--- config.mk ---
export PLATFORM = sky130hd
export DESIGN_NAME = fwft2_writer
export DESIGN_NICKNAME = d
export VERILOG_FILES = /design/src/rtl/fwft2_writer.sv
export SDC_FILE = /design/constraint.sdc
export NUM_CORES = 1
export LEC_CHECK = 0
export BUFFER_PORTS_ARGS = -buffer_cell sky130_fd_sc_hd__buf_2
export CORE_ASPECT_RATIO = 1.5
export CORE_MARGIN = 4
export CORE_UTILIZATION = 30
export CTS_BUF_LIST = sky130_fd_sc_hd__clkbuf_8 sky130_fd_sc_hd__clkbuf_16
export CTS_CLUSTER_SIZE = 28
export DETAILED_ROUTE_END_ITERATION = 7
export GPL_TIMING_DRIVEN = 0
export PLACE_DENSITY = 0.58
export SYNTH_ARGS = -nofsm -noshare
export SYNTH_HDL_FRONTEND = slang
export SYNTH_SLANG_ARGS = --single-unit
--- constraint.sdc ---
create_clock -name clk -period 2.2 [get_ports clk]
set_input_delay 0.66 -clock clk [delete_from_list [all_inputs] [get_ports clk]]
set_output_delay 0.66 -clock clk [all_outputs]
set_load 0.05 [all_outputs]
--- src/rtl/fwft2_writer.sv ---
// rtl/fwft2_writer.sv - splits double-width upstream words into upper/lower halves for a standard FIFO
// Optional sticky overflow detection is enabled by defining FWFT2_WRITER_OVERFLOW_EN.
module fwft2_writer #(
  parameter int dta_width = 8
) (
  input  logic                     clk,
  input  logic                     rst,
  input  logic                     clk_en,
  input  logic [2*dta_width-1:0]   din,
  input  logic                     wr_en,
  output logic                     full,
  output logic                     busy,
  output logic                     overflow,
  output logic [dta_width-1:0]     fifo_din,
  output logic                     fifo_wr_en,
  input  logic                     fifo_full
);

  logic [dta_width-1:0] slots [4];
  logic [1:0]           wr_ptr;
  logic [1:0]           rd_ptr;
  logic [2:0]           count;
  logic [2:0]           next_count;
  logic                 accept;
  logic                 drain;

  assign accept = clk_en & wr_en & ~full;
  assign drain  = clk_en & (count != 3'd0) & ~fifo_full;

  // Accept adds two half-words, a drain removes one; both together net +1.
  always_comb begin
    next_count = count;
    if (accept)
      next_count = next_count + 3'd2;
    if (drain)
      next_count = next_count - 3'd1;
  end

  always_ff @(posedge clk) begin
    if (!rst) begin
      count  <= 3'd0;
      wr_ptr <= 2'd0;
      rd_ptr <= 2'd0;
      full   <= 1'b0;
      for (int i = 0; i < 4; i++)
        slots[i] <= '0;
    end else if (clk_en) begin
      count <= next_count;
      // full is only low at count <= 2, so an accepted pair always fits.
      full  <= (next_count > 3'd2);
      if (drain)
        rd_ptr <= rd_ptr + 2'd1;
      if (accept) begin
        slots[wr_ptr]        <= din[2*dta_width-1:dta_width];
        slots[wr_ptr + 2'd1] <= din[dta_width-1:0];
        wr_ptr               <= wr_ptr + 2'd2;
      end
    end
  end

`ifdef FWFT2_WRITER_OVERFLOW_EN
  always_ff @(posedge clk) begin
    if (!rst)
      overflow <= 1'b0;
    else if (clk_en & wr_en & full)
      overflow <= 1'b1;
  end
`else
  assign overflow = 1'b0;
`endif

  assign busy       = (count != 3'd0);
  assign fifo_wr_en = drain;
  assign fifo_din   = slots[rd_ptr];

endmodule

==> results of run 1 <==
==> power by group <==
group	internal, mW	total, mW	switching (mW)
clock network	0.215	0.468	0.253
logic	0.140	0.355	0.215
registers	0.891	0.918	0.0263
total	1.25	1.74	0.494
==> registers in the layout (all words and copies together), names as in the netlist, named ones only <==
register and flops:
slots 32, count 3, rd_ptr 2, full 1
wr_ptr 1
==> logic make-up (layout without fill, tap and decap cells) <==
| family | Yosys count | in the layout | synth area share |
|---|---|---|---|
| AO/OA/AOI/OAI | 22 | 22 | 0.07827 |
| XOR/XNOR | 6 | 6 | 0.02717 |
| adder cells (fa/ha/maj) | 1 | 1 | 0.006467 |
| buffers and inverters | 10 | 48 | 0.02716 |
| flip-flops | 41 | 41 | 0.5899 |
| multiplexers | 9 | 9 | 0.09896 |
| other | 1 | 1 | 0.001939 |
| AND/OR/NAND/NOR | 46 | 46 | 0.1701 |
==> per-layer routing <==
layer  part of all wire  GRT usage  routed length [um]
met5                  0          0                   0
met4              0.014    0.03497                  53
met3              0.053    0.02554                 199
met2               0.52     0.1751                1935
met1               0.41     0.1161                1551
==> cell usage in the layout (no fill, tap or decap), drive strengths merged, types with 2 or more instances in the layout <==
cell | netlist | routed
buf | 5 | 35
edfxtp | 32 | 32
and2 | 26 | 26
dfxtp | 9 | 9
mux4 | 8 | 8
a21o | 8 | 8
o21ai | 7 | 7
nor2 | 6 | 6
clkbuf | 1 | 6
inv | 4 | 5
xnor2 | 4 | 4
nor3 | 3 | 3
nand3 | 2 | 2
xor2 | 2 | 2
a21oi | 2 | 2
clkinv | 0 | 2
nand3b | 2 | 2
==> worst min-delay path by stage <==
stage	from	to	slack, ns	cells past startpoint
floorplan	rd_ptr[1]	register	0.48	2
global placement	rd_ptr[1]	register	0.51	2
detailed placement	rd_ptr[1]	register	0.51	2
CTS	rd_ptr[1]	rd_ptr[1]	0.54	2
global route	rd_ptr[1]	register	0.58	2
finish	rd_ptr[1]	register	0.53	2
==> through the flow <==
stage	cells	power (mW)	instance area, um2	hold WS (ns)	worst slack (ns)
after detailed placement	241	1.271	2182	0.5075	-0.4145
after global routing	248	1.832	2316	0.5775	-0.02563
final	248	1.740	2316	0.5322	0.03113
after CTS	248	1.752	2273	0.5399	0.004218
after global placement	241	1.268	2182	0.5119	-0.3892
after floorplan	136	1.183	1934	0.4847	0.1307
==> tightest hold or removal path: cells and delay by family, from the launching register on <==
kind,cells,cell delay [ns]
flip-flops,1,0.33
AND/OR/NAND/NOR,1,0.10
XOR/XNOR,1,0.06
==> area by class of cell <==
type,count,area (um2)
Clock inverter,3,13.76
Tap cell,74,92.59
Multi-Input combinational cell,85,742.0
Clock buffer,5,68.82
Inverter,4,15.01
Timing Repair Buffer,31,195.2
Fill cell,623,3902
Sequential cell,41,1145
Buffer,5,43.79
==> flow_summary.toml, run 1 <==
[run]
max_cap_viol_count = 0

[logic_synthesis]
synth.top_cell.area_share = 0.4968
syn-cell-area_um2 = 1934
syn-mean-instance-area_um2 = 14.22
synth_warnings = 0
async_flop_share = 0
yosys.cell_types.count = 37
post_synth_edffs = 32
yosys-top-cells-count = "32 x edfxtp_1, 25 x and2_1, 9 x dfxtp_1, 8 x a21o_1, 8 x mux4_2"
synthesis.instances = 136
postSynth.topFlopCell = "edfxtp_1"
yosys-top-cells-area = "edfxtp_1 50%, dfxtp_1 9.3%, mux4_2 9.3%, and2_1 8.1%, a21o_1 3.1%"
syn-num-nets = 158
synth_seq_area_share = 0.5899
yosys_register_bits = 41
synthMostInstantiatedCell = "edfxtp_1"
synth_top_cell_by_area = "edfxtp_1"

[grt]
first_pass_grt_wire_length_um = 5871
grt_pass1_vias = 1216
grt_use_total = 0.1005
initial_antenna_violation_count = 0
grt_start_max_net_pins = 13
gr_overflow_total = 0

[timing]
setup_viol = 0
hold_viol = 0
finalCriticalPeriod_ns = 2.169
clock.fmax_ghz = 0.4611
finalMaxSlewViolations = 0
worstMarginPinSlew_ns = 0.8889
slew_headroom = 0.4034
finalClockSkew_ns = 0.005663
layout_worst_path_cycle_share = 0.9859
rsz0062_at_grt = "yes"
fin_tns_setup_ns = 0

[critical_path]
worst_path_cell_trace = "or3_4, and2_4, buf_6, buf_4"
critical_path.max_stage_delay_ns = 0.41
r2r_cells = 8
timing.reg2reg.setup_slack_ns = 0.29
rr_endpoint = "full"
endpoint_kind = "primary output"
cp_max_fo = 7
criticalPathCategory = "reg -> out"
timing.critical_path.depth = 4
critical_path_startpoint = "count[2]"
critical_path_required_ns = 1.54
timing.critical_path.from_type = "register"
crit_end = "fifo_wr_en"
r2r_start = "full"
critical-path-top-delay-family = "simple AND/OR/NAND/NOR gates"
cp.buffers_inverters = 2
cp_data_arrival_time_ns = 1.51
slowest_stage = "or3_4"

[final_layout]
drive_above_1_share = 0.3736
antenna_cells_inserted = 0
utilization = 0.3724
finish.net_count = 195
area.growth.synth_to_final_pct = 19.73

[power_and_ir_drop]
power.density_cell_area_nw_per_um2 = 751.5
cellLeakagePower_nw = 0.9597
peakVddDrop_mv = 0.3269

[detailed_routing]
num_vias = 1188
detailedRoute.firstIterationViolations = 79
remaining_drc_errors = 0
final_antenna_net_count = 0
detail_route.wl_per_cell_um = 15.08
totalWireLength_um = 3740
vias_per_cell = 4.790
drtPass1Iterations = 3

[clock_network]
cts_tree = "built"
cts_root_buffer = "clkbuf_8"
post_cts.resized_instances = 6
tritoncts_buffers = 5
clk_transition_reported_paths_ns = 0.08
hold_buffers = 0
clock_tree.buffer_depth = 2
clkLatencyLatePin_ns = 0.28
cts_post_setup_buffers_inserted = 0
cts_max_level = 2
clock_sinks = 41

[floorplan]
die_height_um = 106.3
design.portCount = 33
floorplan.initialDensity = 0.3111
dieArea_um2 = 7823
rows = 35
chip_width_um = 73.57
core_um2 = 6218

[placement]
buffer_ports.inserted = 31
hpwl_um = 2718
gpl.final_weighted_congestion = 0.7809

[worst_hold_path]
hold_class = "reg -> reg"

[status]
outcome = "completed"
Note: power is estimated with default switching activity, not from simulation.
==> run 2, diff against run 1 <==
==> config.mk (replaced) <==
export PLATFORM = sky130hd
export DESIGN_NAME = fwft2_writer
export DESIGN_NICKNAME = d
export VERILOG_FILES = /design/src/rtl/fwft2_writer.sv
export SDC_FILE = /design/constraint.sdc
export NUM_CORES = 1
export LEC_CHECK = 0
export ABC_CLOCK_PERIOD_IN_PS = 2200
export BUFFER_PORTS_ARGS = -buffer_cell sky130_fd_sc_hd__buf_2
export CORE_ASPECT_RATIO = 1.5
export CORE_MARGIN = 4
export CORE_UTILIZATION = 25
export CTS_BUF_LIST = sky130_fd_sc_hd__clkbuf_8
export CTS_CLUSTER_SIZE = 28
export DETAILED_ROUTE_END_ITERATION = 7
export GPL_TIMING_DRIVEN = 0
export PLACE_DENSITY = 0.52
export SYNTH_ARGS = -nofsm -noshare
export SYNTH_HDL_FRONTEND = slang
export SYNTH_SLANG_ARGS = --single-unit
==> run 2 against run 1 <==
Against the previous run: clock power is 25% higher; clock-buffer cell count is the same; cell count is 12% higher; critical endpoint unchanged; register-to-register slack improved by 0.02 ns; die area increased by 18%; critical path type unchanged; combinational power is 2% higher; global-route usage decreased by 0.86 points; sequential share of layout area decreased by 1.6 points; critical path depth unchanged; highest routed layer unchanged.
==> flow_summary.toml, run 2 (synthesized netlist as in run 1, its figures left out) <==
[status]
outcome = "completed"

[clock_network]
cts_max_level = 2
clock_tree.buffer_depth = 2
clock_sinks = 41
cts_post_setup_buffers_inserted = 0
clkLatencyLatePin_ns = 0.29
cts_root_buffer = "clkbuf_8"
tritoncts_buffers = 5
cts_tree = "built"
clk_transition_reported_paths_ns = 0.08

[grt]
initial_antenna_violation_count = 0
gr_overflow_total = 0
grt_pass1_vias = 1300
grt_start_max_net_pins = 14
first_pass_grt_wire_length_um = 6299
grt_use_total = 0.09197

[final_layout]
largest_register_ff_count = 32
largest_registers_ranked_by_flip_flop_count = "slots: 32 flops, count: 3 flops, rd_ptr: 2 flops"
finish.net_count = 196
nFillCells = 759
commonest_non_fill_non_tap_cell_in_the_layout = "edfxtp_1"
utilization = 0.3168
drive_above_1_share = 0.3657
layout.cells.non_filler = 277
top_register = "slots"
layout.cells.most_common_list = "32 x edfxtp_1, 25 x and2_1, 23 x buf_2, 9 x buf_6"
antenna_cells_inserted = 0
area.growth.synth_to_final_pct = 23.87
final_design_area_no_fill_um2 = 2396

[timing]
worstMarginPinSlew_ns = 0.8859
timing.final.ws_setup_ns = 0.06209
rsz0062_at_grt = "no"
hold_viol = 0
worst_hold_slack_ns = 0.5333
layout_worst_path_cycle_share = 0.9718
finalClockSkew_ns = 0.004655
clock.fmax_ghz = 0.4677
finalMaxSlewViolations = 0
fin_tns_setup_ns = 0
slew_headroom = 0.4054
setup_viol = 0
finalCriticalPeriod_ns = 2.138

[detailed_routing]
vias_per_cell = 4.235
num_vias = 1173
drtPass1Iterations = 4
detail_route.wl_per_cell_um = 13.82
final_antenna_net_count = 0
totalWireLength_um = 3828
detailedRoute.firstIterationViolations = 64
remaining_drc_errors = 0

[floorplan]
core_um2 = 7564
design.portCount = 33
dieArea_um2 = 9238
floorplan.initialDensity = 0.2557
die_height_um = 115.7
chip_width_um = 79.82
rows = 39

[critical_path]
worst_path_most_repeated_cell = "buf_6"
cp.buffers_inverters = 2
critical_path.max_stage_delay_ns = 0.41
critical-path-top-delay-family = "simple AND/OR/NAND/NOR gates"
timing.critical_path.from_type = "register"
cp_max_fo = 7
cp_data_arrival_time_ns = 1.48
worst_path_cell_trace = "or3_4, and2_4, buf_6, buf_6"
endpoint_kind = "primary output"
critical_path_required_ns = 1.54
slowest_stage = "or3_4"
criticalPathCategory = "reg -> out"

[power_and_ir_drop]
cellLeakagePower_nw = 0.9775
peakVddDrop_mv = 0.2848
p_total_mw = 1.862
power.density_cell_area_nw_per_um2 = 777.0

[placement]
dp_worst_setup_slack_ns = -0.3659
place.detailed.instances = 270
gpl.final_weighted_congestion = 0.7239
buffer_ports.inserted = 31
post_dp_cell_area_um2 = 2225
hpwl_um = 2815

[worst_hold_path]
hold_class = "reg -> reg"

[run]
max_cap_viol_count = 0
run 2: cell count changes in the layout (fill, tap and decap cells not counted), sizes merged:
| cell | before | now |
|---|---|---|
| bufinv | 0 | 1 |
| buf | 35 | 36 |
| clkinv | 2 | 1 |
run 2: layout make-up:
cell class | instances | area [um2] | share of cell area
Buffer | 5 | 43.79 | 0.01828
Tap cell | 102 | 127.6 | 0.05326
Timing Repair Buffer | 32 | 215.2 | 0.08982
Sequential cell | 41 | 1146 | 0.4783
Multi-Input combinational cell | 85 | 740.7 | 0.3091
Inverter | 4 | 15.01 | 0.006266
Clock buffer | 5 | 68.82 | 0.02872
Clock inverter | 3 | 38.79 | 0.01619
run 2: timing repair:
action / in CTS / in global routing
hold endpoints to repair: 0 / 0
setup endpoints to repair: 25 / 9
hold buffers: 0 / 0
resized for setup: 13 / 15
cloned: 0 / 0
run 2: layer usage:
layer  up-vias  GRT usage  part of all wire
li1        574          -                 -
met1       564    0.09856              0.41
met2        29     0.1707              0.52
met3         6    0.02488             0.053
met4         0    0.03382             0.016
met5         -          0                 0
run 2: where the power goes:
group / switching, mW / internal (mW) / leakage, nW
Sequential: 0.0252 / 0.891 / 0.410
Combinational: 0.217 / 0.145 / 0.509
Clock: 0.251 / 0.332 / 0.0593
run 2: path summary, 6_finish.rpt:
check	startpoint	endpoint	slack, ns	cells past startpoint
setup / recovery	count[2]	fifo_wr_en	0.06	4
hold / removal	rd_ptr[1]	register	0.53	2
setup reg to reg	full	full	0.31	8
hold reg to reg	rd_ptr[1]	register	0.53	2
run 2: tightest hold or removal path: stages (launching register included):
cell	delay, ns
dfxtp_1	0.33
xor2_1	0.06
nor2_1	0.10
